## config.mk

```make
export PLATFORM = sky130hd
export DESIGN_NAME = onehot_encoder_4_2
export DESIGN_NICKNAME = d
export VERILOG_FILES = /design/src/rtl/onehot_encoder_4_2.sv
export SDC_FILE = /design/constraint.sdc
export NUM_CORES = 1
export LEC_CHECK = 0
export ABC_AREA = 0
export BUFFER_PORTS_ARGS = -buffer_cell sky130_fd_sc_hd__buf_2
export CAP_MARGIN = 20
export CELL_PAD_IN_SITES_DETAIL_PLACEMENT = 1
export CELL_PAD_IN_SITES_GLOBAL_PLACEMENT = 1
export CORE_ASPECT_RATIO = 0.6
export CORE_MARGIN = 1.5
export CORE_UTILIZATION = 34
export CTS_CLUSTER_DIAMETER = 200
export CTS_CLUSTER_SIZE = 16
export DETAILED_ROUTE_END_ITERATION = 8
export GPL_TIMING_DRIVEN = 0
export HOLD_SLACK_MARGIN = 0.1
export PLACE_DENSITY_LB_ADDON = 0.1
export SLEW_MARGIN = 20
export SYNTH_ARGS = -nofsm -noshare
export SYNTH_HDL_FRONTEND = slang
export SYNTH_SLANG_ARGS = --single-unit
```

## constraint.sdc

```tcl
create_clock -name clk -period 1.39 [get_ports clk]
set_input_delay 0.0695 -clock clk [delete_from_list [all_inputs] [get_ports clk]]
set_output_delay 0.0695 -clock clk [all_outputs]
set_load 0.01 [all_outputs]
```

## src/rtl/onehot_encoder_4_2.sv

```systemverilog
// Registered 4-to-2 one-hot encoder: two-stage valid/ready pipeline with a saturating error counter.
// Build option: define ONEHOT_ENC_PRIORITY_EN to encode multi-hot inputs to their lowest set bit.
module onehot_encoder_4_2 #(
    parameter int CNT_W = 8
) (
    input  logic             clk,
    input  logic             rst,
    input  logic             in_valid,
    output logic             in_ready,
    input  logic [3:0]       in,
    output logic             out_valid,
    input  logic             out_ready,
    output logic [1:0]       out,
    output logic             err,
    input  logic             err_clr,
    output logic [CNT_W-1:0] err_cnt
);

    logic       s1_valid;
    logic [3:0] s1_data;
    logic       s2_load;
    logic [1:0] enc_out;
    logic       enc_err;

    assign s2_load  = !out_valid || out_ready;
    assign in_ready = !s1_valid || s2_load;

    always_comb begin
        enc_out = '0;
        enc_err = 1'b0;
`ifdef ONEHOT_ENC_PRIORITY_EN
        if      (s1_data[0]) enc_out = 2'd0;
        else if (s1_data[1]) enc_out = 2'd1;
        else if (s1_data[2]) enc_out = 2'd2;
        else if (s1_data[3]) enc_out = 2'd3;
        else                 enc_err = 1'b1;
`else
        case (s1_data)
            4'b0001: enc_out = 2'd0;
            4'b0010: enc_out = 2'd1;
            4'b0100: enc_out = 2'd2;
            4'b1000: enc_out = 2'd3;
            default: enc_err = 1'b1;
        endcase
`endif
    end

    // S1 refills whenever it is empty or drains into S2 on this edge
    always_ff @(posedge clk or posedge rst) begin
        if (rst) begin
            s1_valid <= 1'b0;
            s1_data  <= '0;
        end else if (in_ready) begin
            s1_valid <= in_valid;
            if (in_valid) s1_data <= in;
        end
    end

    always_ff @(posedge clk or posedge rst) begin
        if (rst) begin
            out_valid <= 1'b0;
            out       <= '0;
            err       <= 1'b0;
        end else if (s2_load) begin
            out_valid <= s1_valid;
            if (s1_valid) begin
                out <= enc_out;
                err <= enc_err;
            end
        end
    end

    always_ff @(posedge clk or posedge rst) begin
        if (rst) begin
            err_cnt <= '0;
        end else if (err_clr) begin
            err_cnt <= '0;
        end else if (out_valid && out_ready && err && (err_cnt != '1)) begin
            err_cnt <= err_cnt + CNT_W'(1);
        end
    end

endmodule

```

==> results by group, run 1 <==
Floorplanning
  • CORE AREA: about 0.0022 mm²
  • Die footprint: ~0.0028 mm²
  • Die height: between 40 and 50 µm
  • Initial Utilization: 0.3724
  • Rows: 13
  • Die Span X: 67.01 µm
  • Top-Level Pins: 22

Final layout
  • Share of layout cells above drive strength 1: 0.4274
  • Synthesis-to-finish area growth: 42.37%
  • Nets: 128
  • Post-Route Utilization: 0.5301
  • Fin area: 0.001190 mm²
  • # diodes: 0

Clock network
  • Clock transition at the registers of the reported paths: 0.07 ns
  • CTS tree: done
  • Root buf cell: clkbuf_8
  • Max H-tree Level: 1
  • Clk_lat worst skew: 0.25 ns
  • Cts bufs inserted: 3
  • Clock buffer depth: 2
  • CTS Sinks: 17

Timing
  • Worst setup slack after layout: slightly above 0.006 ns
  • Final period util: 0.9956
  • Slew @ Worst Pin: about 0.65 ns
  • Final hold vios: 0
  • Max-slew headroom: 0.5631
  • Max Slew Vio Count: 0
  • Max Clock Freq: 722.6 MHz
  • Setup violators final: 0
  • Final min period: 1.384 ns
  • Clock Skew: 0.003887 ns
  • RSZ-0062 raised after global routing: yes

Synthesis
  • Top cell type's share of synthesized area: 0.5090
  • Post-synthesis sequential area ratio: 0.5090
  • Count of cell types in the netlist: 32
  • Mapped Cells: a little over 80
  • Syn Area/Cell: 10.32 µm²
  • Ys Warns: 0
  • Post-synth EDFFs: 0
  • Top post-synthesis cells by area: dfrtp_1 51%, mux2_2 5.4%, nand2_1 3.1%
  • Yosys top cell by area: dfrtp_1
  • Mapped cell area: roughly 840 µm²
  • Top_reg_cell synth: dfrtp_1
  • Count leader, synth: dfrtp_1
  • Synthesized net count: 91
  • Synth top cells by count: 17 x dfrtp_1, 7 x nand2_1, 7 x nor2_1
  • Synthesis-stage register bit count: 17
  • Synth async-reset ratio: 1.000

Route
  • Post-route ant nets: 0
  • DR pass1 iterations: 4
  • Via/cell ratio: 5.122
  • Remaining DRCs: 0
  • Initial DRC count: 17
  • Post-Route WL: 2.241 mm
  • M1 WL: ~1.2 mm
  • DR WL met2: 930 µm
  • Drt wl/cell: 15.24 µm
  • Met3 WL: around 95 µm
  • DR top layer: met4
  • Via count: 753

Outcome
  • Status: completed

GRT
  • GRT Total Usage: 0.1733
  • Largest net degree at the start of global routing: 18
  • Vias in the first global route: 730
  • Grt total ovfl: 0
  • First-pass GRT wire length: between 3 and 4 mm
  • Initial antenna violation count: 0

Worst setup path
  • Arr. time, crit path: 1.56 ns
  • Crit-path slowest cell: or4_4
  • Critical Path Fanout Max: 3
  • CP endpoint kind: register
  • Critical path class: register to register
  • Crit path buf inv count: 0
  • Worst path cell trace: ha_2 -> nand3_2 -> nor2_2 -> or4_4 -> a21oi_2
  • Critical path launch point type: register
  • Top delay family on crit path: simple AND/OR/NAND/NOR gates
  • Largest stage delay, worst path: 0.42 ns
  • Worst path required time: 1.57 ns

Placement
  • Post-DP HPWL: 1.481 mm
  • Dpl cell area: approximately 1000 µm²
  • Dpl ws: -0.07472 ns
  • Routability Congestion: 0.7740
  • Port Buffers: 20

Hold path
  • Worst Hold Class: primary input to register

Job
  • Max Cap Viol: 0

Pwr
  • Static leakage: between 0.5 and 0.6 nW
  • Maximum vdd drop: 0.0004504 V
  • Pwr Density: 1045 mW/mm²
-- through the flow --
stage | hold slack (ns) | setup TNS, ns | instances | power (mW)
finish | 0.1772 | 0 | 147 | 1.243
global route | 0.2034 | -0.1751 | 147 | 1.321
CTS | 0.1447 | 0 | 146 | 1.233
detailed placement | 0.1984 | -0.2366 | 131 | 0.8069
global placement | 0.2055 | -0.1425 | 131 | 0.7959
floorplan | -0.004431 | -0.006327 | 81 | 0.7274
-- routing by layer --
metal	vias up	GRT usage
met2	16	0.2376
met5	-	0
met1	364	0.2582
met3	4	0.06504
met4	0	0.03673
li1	369	-
-- worst min-delay path, cell delays in order --
cell and delay, ns:
buf_2 0.12, or2b_1 0.14, nand2b_1 0.06
-- sequential cells by signal, indices dropped and copies added (netlist names) --
signal,flops
out_valid,1
err_cnt,8
s1_data,4
s1_valid,1
out,2
err,1
-- cells in the final DEF (no fill, tap or decap), drive strengths merged --
master	instances
mux2i	1
and2	1
nor2b	1
ha	1
inv	1
a21oi	2
buf	27
and3	1
xnor2	3
nor4b	1
and4	1
dfrtp	17
or2b	1
and3b	1
nor3	5
nand4	2
or3	1
xor2	2
o21ai	2
mux2	4
o31ai	3
o41ai	2
nand2b	2
or4	1
nand3	4
clkbuf	5
nor2	7
nand3b	1
o21a	2
nand2	7
dlygate4sd3	6
a41oi	1
a211oi	1
-- logic make-up after synthesis --
family,count (synthesis),synth area share
AND/OR/NAND/NOR,37,0.2351
flip-flops,17,0.5090
multiplexers,5,0.06586
adder cells (fa/ha/maj),1,0.01497
XOR/XNOR,5,0.05240
buffers and inverters,3,0.01346
AO/OA/AOI/OAI,13,0.1093
-- area by class of cell --
class / count / area (µm²)
flip-flops and latches: 17 / 427.9
multi-input cells: 61 / 462.9
inverters: 1 / 3.754
well taps: 30 / 37.54
fillers: 261 / 1055
repair buffers: 32 / 205.2
plain buffers: 2 / 7.507
clock buffers: 4 / 45.04
-- path summary, 6_finish.rpt --
check | from | endpoint | slack [ns] | cells past startpoint
min in group asynchronous | rst | err_cnt[2] | 0.44 | 3
worst min register to register | out[0] | out[0] | 0.50 | 2
worst min-delay path | out_ready | out_valid | 0.18 | 3
worst max register to register | err_cnt[0] | err_cnt[5] | 0.006 | 5
worst max-delay path | err_cnt[0] | err_cnt[5] | 0.006 | 5
max in group asynchronous | rst | err_cnt[3] | 0.49 | 3
-- report_power, final --
group / internal [mW] / switching, mW / total (mW)
clock: 0.204 / 0.171 / 0.375
combinational: 0.142 / 0.141 / 0.283
sequential: 0.541 / 0.0450 / 0.586
total: 0.886 / 0.357 / 1.24
-- repair_timing --
item / in CTS / in global routing
pin swaps: 3 / 6
hold buffers: 6 / 0
hold endpoints to repair: 22 / 0
endpoints found under the setup margin: 4 / 9
resized for setup: 2 / 14
buffers inserted: 5 / 1
(Power assumes the default switching activity.)
==> run 2: changes to the inputs <==
CORE_ASPECT_RATIO = unset   (was 0.6)
CORE_UTILIZATION = 41   (was 34)
clock period = 1.65 ns   (was 1.39 ns; I/O delays follow)
==> results by group, run 2 (same netlist as run 1, synthesis figures left out) <==
Route
  • Post-Route WL: 1.855 mm (-17%)
  • Via/cell ratio: 5.338 (+4.2%)
  • Drt wl/cell: 13.35 µm (-12%)
  • DR pass1 iterations: 3 (-1)
  • Initial DRC count: 6 (-11)
  • Post-route ant nets: 0 (unchanged)
  • Remaining DRCs: 0 (unchanged)
  • Via count: 742 (-1.5%)

Placement
  • Port Buffers: 20 (unchanged)
  • Routability Congestion: 0.8054 (+4.1%)
  • Post-DP HPWL: 1.368 mm (-7.7%)

Pwr
  • Static leakage: 0.4929 nW (-7.4%)
  • Pwr Density: 850.0 mW/mm² (-19%)
  • Maximum vdd drop: 0.0005288 V (+17%)

Timing
  • Setup TNS: 0 ns (unchanged)
  • Final min period: 1.509 ns (+0.1254 ns)
  • Max-slew headroom: 0.5770 (+0.01394)
  • Max Slew Vio Count: 0 (unchanged)
  • Clock Skew: 0.007217 ns (+0.003330 ns)
  • Slew @ Worst Pin: 0.6338 ns (-0.02088 ns)
  • Final period util: 0.9147 (-0.08085)
  • Final hold vios: 0 (unchanged)
  • Final worst hold slack: 0.1681 ns (-0.009146 ns)
  • RSZ-0062 raised after global routing: no
  • Setup violators final: 0 (unchanged)
  • Max Clock Freq: 662.6 MHz (-8.3%)

GRT
  • Grt total ovfl: 0 (unchanged)
  • GRT Total Usage: 0.1861 (+0.01272)
  • Initial antenna violation count: 0 (unchanged)
  • First-pass GRT wire length: 2.939 mm (-17%)
  • Vias in the first global route: 684 (-6.3%)
  • Largest net degree at the start of global routing: 18 (unchanged)

Floorplanning
  • Initial Utilization: 0.4304 (+0.05806)
  • Die height: 48.15 µm (+16%)
  • CORE AREA: 0.001942 mm² (-13%)
  • Die Span X: 48.15 µm (-28%)
  • Top-Level Pins: 22 (unchanged)
  • Rows: 16 (+3)
  • Die footprint: 0.002318 mm² (-16%)

Final layout
  • Nets: 123 (-3.9%)
  • Share of layout cells above drive strength 1: 0.2500 (-0.1774)
  • Reg with most FFs: err_cnt
  • Commonest cells after routing, fill and taps aside: 20 x buf_2, 17 x dfrtp_1, 7 x nand2_1, 7 x nor2_1, 7 x dlygate4sd3_1
  • # diodes: 0 (unchanged)
  • Synthesis-to-finish area growth: 27.69%
  • Largest register FFs: 8 (unchanged)
  • Leading cell type in the layout, fill and taps excluded: buf_2
  • Fillers: 231 (-11%)
  • Top flop regs: err_cnt (8), s1_data (4), out (2)

Worst setup path
  • Arr. time, crit path: 1.73 ns (+0.17 ns)
  • Critical path launch point type: register
  • Worst path required time: 1.88 ns (+0.31 ns)
  • Critical path class: register to register
  • CP endpoint kind: register
  • Critical Path Fanout Max: 4 (+1)

Clock network
  • Cts bufs inserted: 3 (unchanged)
  • CTS tree: done
  • CTS Sinks: 17 (unchanged)
  • Clock transition at the registers of the reported paths: 0.10 ns (+0.03 ns)
  • Clock buffer depth: 2 (unchanged)
  • Clk_lat worst skew: 0.30 ns (+0.05 ns)
  • Max H-tree Level: 1 (unchanged)
  • Root buf cell: clkbuf_4
  • Post-CTS sizing: 0 (-2)

Hold path
  • Worst Hold Class: primary input to register

Outcome
  • Status: completed

Job
  • Max Cap Viol: 0 (unchanged)
## run 2: changes by cell type in the layout (fill, tap and decap cells not counted), sizes merged
cell         previous run  this run
dlygate4sd3             6         7
clkinv                  0         1
clkbuf                  5         4
buf                    27        21
## run 2: metrics by stage
step | power [mW] | cell area (µm²) | worst slack [ns] | util | cells
after floorplan | 0.6123 | 835.8 | 0.1799 | - | 81
after global placement | 0.6648 | 969.7 | 0.1805 | 0.4994 | 128
after detailed placement | 0.6766 | 969.7 | 0.1491 | 0.4994 | 128
after CTS | 0.9138 | 1067 | 0.1256 | 0.5496 | 139
after global routing | 0.9601 | 1067 | 0.03513 | 0.5496 | 139
final | 0.9071 | 1067 | 0.1407 | 0.5496 | 139
## run 2: metal layers
metal  vias up  wire, µm  GRT usage
li1        359         -          -
met3         4        57    0.03333
met2        18       930     0.3211
met4         0        27    0.04865
met1       361       841     0.2390
met5         -         0          0
## run 2: worst max-delay path, stage by stage (launching register included)
cell	delay, ns
dfrtp_1	0.42
ha_1	0.24
nand3_1	0.10
nor2_1	0.06
or4_1	0.46
a21oi_1	0.15
## run 2: what timing repair did
item | CTS | global route
hold endpoints to repair | 23 | 0
buffers inserted | 0 | 0
hold buffers | 7 | 0
## run 2: final timing paths
| path | start | to | slack (ns) | depth (start not counted) |
|---|---|---|---|---|
| worst max-delay path | err_cnt[0] | err_cnt[5] | 0.14 | 5 |
| worst min-delay path | err_clr | err_cnt[1] | 0.17 | 2 |
| worst max register to register | err_cnt[0] | err_cnt[5] | 0.14 | 5 |
| worst min register to register | out[1] | out[1] | 0.49 | 2 |
| max in group asynchronous | rst | err_cnt[5] | 0.85 | 3 |
| min in group asynchronous | rst | s1_data[0] | 0.39 | 3 |
## run 2: area by class of cell
class,count,area (µm²),area share
multi-input cells,61,399.1,0.3740
well taps,27,33.78,0.03165
clock inverters,1,5.005,0.004689
plain buffers,2,7.507,0.007034
clock buffers,3,22.52,0.02110
repair buffers,27,170.2,0.1594
flip-flops and latches,17,425.4,0.3986
inverters,1,3.754,0.003517
## run 2: where the power goes
group	leakage, nW	switching, mW	internal [mW]
logic	0.257	0.0906	0.0903
clock network	0.0177	0.139	0.0905
registers	0.218	0.0418	0.455
total	0.493	0.271	0.636
==> run 3: changes to the inputs <==
CELL_PAD_IN_SITES_DETAIL_PLACEMENT = unset   (was 1)
CELL_PAD_IN_SITES_GLOBAL_PLACEMENT = unset   (was 1)
CORE_UTILIZATION = 54   (was 41)
PLACE_DENSITY = 0.81   (was unset)
PLACE_DENSITY_LB_ADDON = unset   (was 0.1)
==> results by group, run 3 (same netlist as run 1, synthesis figures left out) <==
Clock network
  • CTS tree: done
  • Max H-tree Level: 1 (unchanged)
  • CTS Sinks: 17 (unchanged)
  • Clock transition at the registers of the reported paths: 0.10 ns (about the same)
  • Clock buffer depth: 2 (unchanged)
  • Clk_lat worst skew: 0.30 ns (about the same)
  • Cts bufs inserted: 3 (unchanged)
  • Post-CTS setup buffer count: 0 (unchanged)
  • Root buf cell: clkbuf_4

Outcome
  • Status: completed

Placement
  • Routability Congestion: 0.7979 (-0.93%)
  • Port Buffers: 20 (unchanged)
  • Placed cells: 117 (-8.6%)
  • Dpl ws: 0.1689 ns (+0.01978 ns)
  • Post-DP HPWL: 1.168 mm (-15%)

Worst setup path
  • RR Startpoint: err_cnt[0]
  • R2r setup slk: 0.15 ns (about the same)
  • Critical Path Fanout Max: 4 (unchanged)
  • Arr. time, crit path: 1.74 ns (about the same)
  • CP endpoint kind: register
  • Critical path launch point type: register
  • RR Endpoint: err_cnt[5]
  • Critical path class: register to register
  • R2R cell count: 5 (unchanged)
  • Worst path required time: 1.89 ns (about the same)

Route
  • DR pass1 iterations: 4 (+1)
  • Post-Route WL: 1.658 mm (-11%)
  • Post-route ant nets: 0 (unchanged)
  • Via/cell ratio: 5.614 (+5.2%)
  • Initial DRC count: 12 (+6)
  • Remaining DRCs: 0 (unchanged)
  • Via count: 713 (-3.9%)
  • Drt wl/cell: 13.06 µm (-2.2%)

Timing
  • Setup TNS: 0 ns (unchanged)
  • Clock Skew: 0.008039 ns (+0.0008218 ns)
  • Final period util: 0.9095 (-0.005258)
  • Worst setup slack after layout: 0.1494 ns (+0.008676 ns)
  • Final worst hold slack: 0.1024 ns (-0.06566 ns)
  • RSZ-0062 raised after global routing: no
  • Max Clock Freq: 666.4 MHz (+0.58%)
  • Slew @ Worst Pin: 0.6301 ns (-0.003751 ns)
  • Setup violators final: 0 (unchanged)
  • Max Slew Vio Count: 0 (unchanged)
  • Max-slew headroom: 0.5795 (+0.002503)
  • Final hold vios: 0 (unchanged)
  • Final min period: 1.501 ns (-0.008676 ns)

Final layout
  • Final Non-Filler Cells: 127 (-8.6%)
  • Leading cell type in the layout, fill and taps excluded: buf_2
  • Nets: 122 (-0.81%)
  • Synthesis-to-finish area growth: 24.85%
  • Register area: 425.4 µm² (unchanged)
  • Fillers: 115 (-50%)
  • Reg with most FFs: err_cnt
  • Area taken by multi-input logic gates: 399.1 µm² (unchanged)
  • Largest register FFs: 8 (unchanged)
  • Commonest cells after routing, fill and taps aside: 20 x buf_2, 17 x dfrtp_1, 7 x nand2_1, 7 x nor2_1, 6 x dlygate4sd3_1
  • Top flop regs: err_cnt (8), s1_data (4), out (2)
  • # diodes: 0 (unchanged)
  • Share of layout cells above drive strength 1: 0.2523 (+0.002252)

Floorplanning
  • CORE AREA: 0.001471 mm² (-24%)
  • Die Span X: 42.34 µm (-12%)
  • Top-Level Pins: 22 (unchanged)
  • Rows: 14 (-2)
  • Die footprint: 0.001793 mm² (-23%)
  • Die height: 42.34 µm (-12%)
  • Initial Utilization: 0.5680 (+0.1376)

GRT
  • Initial antenna violation count: 0 (unchanged)
  • First-pass GRT wire length: 2.925 mm (-0.48%)
  • GRT Total Usage: 0.2115 (+0.02542)
  • Largest net degree at the start of global routing: 18 (unchanged)
  • Vias in the first global route: 649 (-5.1%)
  • Grt total ovfl: 0 (unchanged)

Pwr
  • Maximum vdd drop: 0.0005031 V (-4.9%)
  • Static leakage: 0.4888 nW (-0.85%)
  • Pwr Density: 865.8 mW/mm² (+1.9%)
  • Total power: 0.9035 mW (-0.40%)

Hold path
  • Worst Hold Depth: 3 (+1)
  • Worst Hold Class: primary input to register
  • Hold_sp: out_ready
  • WHS Endpoint: out_valid

Job
  • Max Cap Viol: 0 (unchanged)
-- run 3: worst max-delay path, stage by stage, from the launching register on --
cell,delay [ns]
dfrtp_1,0.43
ha_1,0.24
nand3_1,0.10
nor2_1,0.06
or4_1,0.46
a21oi_1,0.14
-- run 3: final cells by class --
class                   instances  area share
flip-flops and latches         17      0.4077
multi-input cells              61      0.3825
repair buffers                 26      0.1535
clock buffers                   3     0.02158
well taps                      16     0.01918
plain buffers                   2    0.007194
clock inverters                 1    0.004796
inverters                       1    0.003597
-- run 3: worst max path at each step --
stage	from	end	slack, ns	cells after the start
after floorplan	err_cnt[0]	err_cnt[5]	0.18	5
final	err_cnt[0]	err_cnt[5]	0.15	5
after global placement	err_cnt[0]	err_cnt[5]	0.18	5
after detailed placement	err_cnt[0]	err_cnt[5]	0.17	5
after CTS	err_cnt[0]	err_cnt[5]	0.14	5
after global routing	err_cnt[0]	err_cnt[1]	0.04	5
-- run 3: routing by layer --
metal  share of wire  GRT usage
met5               0          0
met4           0.012    0.05625
met3           0.043    0.04310
met2            0.47     0.3262
met1            0.48     0.3057
-- run 3: repair_timing --
item | 4_1_cts | 5_1_grt
setup endpoints to repair | 0 | 0
hold buffers | 6 | 0
resized for setup | 0 | 0
endpoints found under the hold margin | 22 | 0
-- run 3: report_power, final --
| part | internal [mW] | leakage, nW | switching [mW] |
|---|---|---|---|
| sequential | 0.455 | 0.218 | 0.0413 |
| clock | 0.0905 | 0.0177 | 0.139 |
| combinational | 0.0888 | 0.253 | 0.0891 |
-- run 3: metrics by stage --
step                        util  instance area, µm²
after floorplan                -               835.8
after global placement    0.6497               955.9
after detailed placement  0.6497               955.9
after CTS                 0.7092                1044
after global routing      0.7092                1044
final                     0.7092                1044
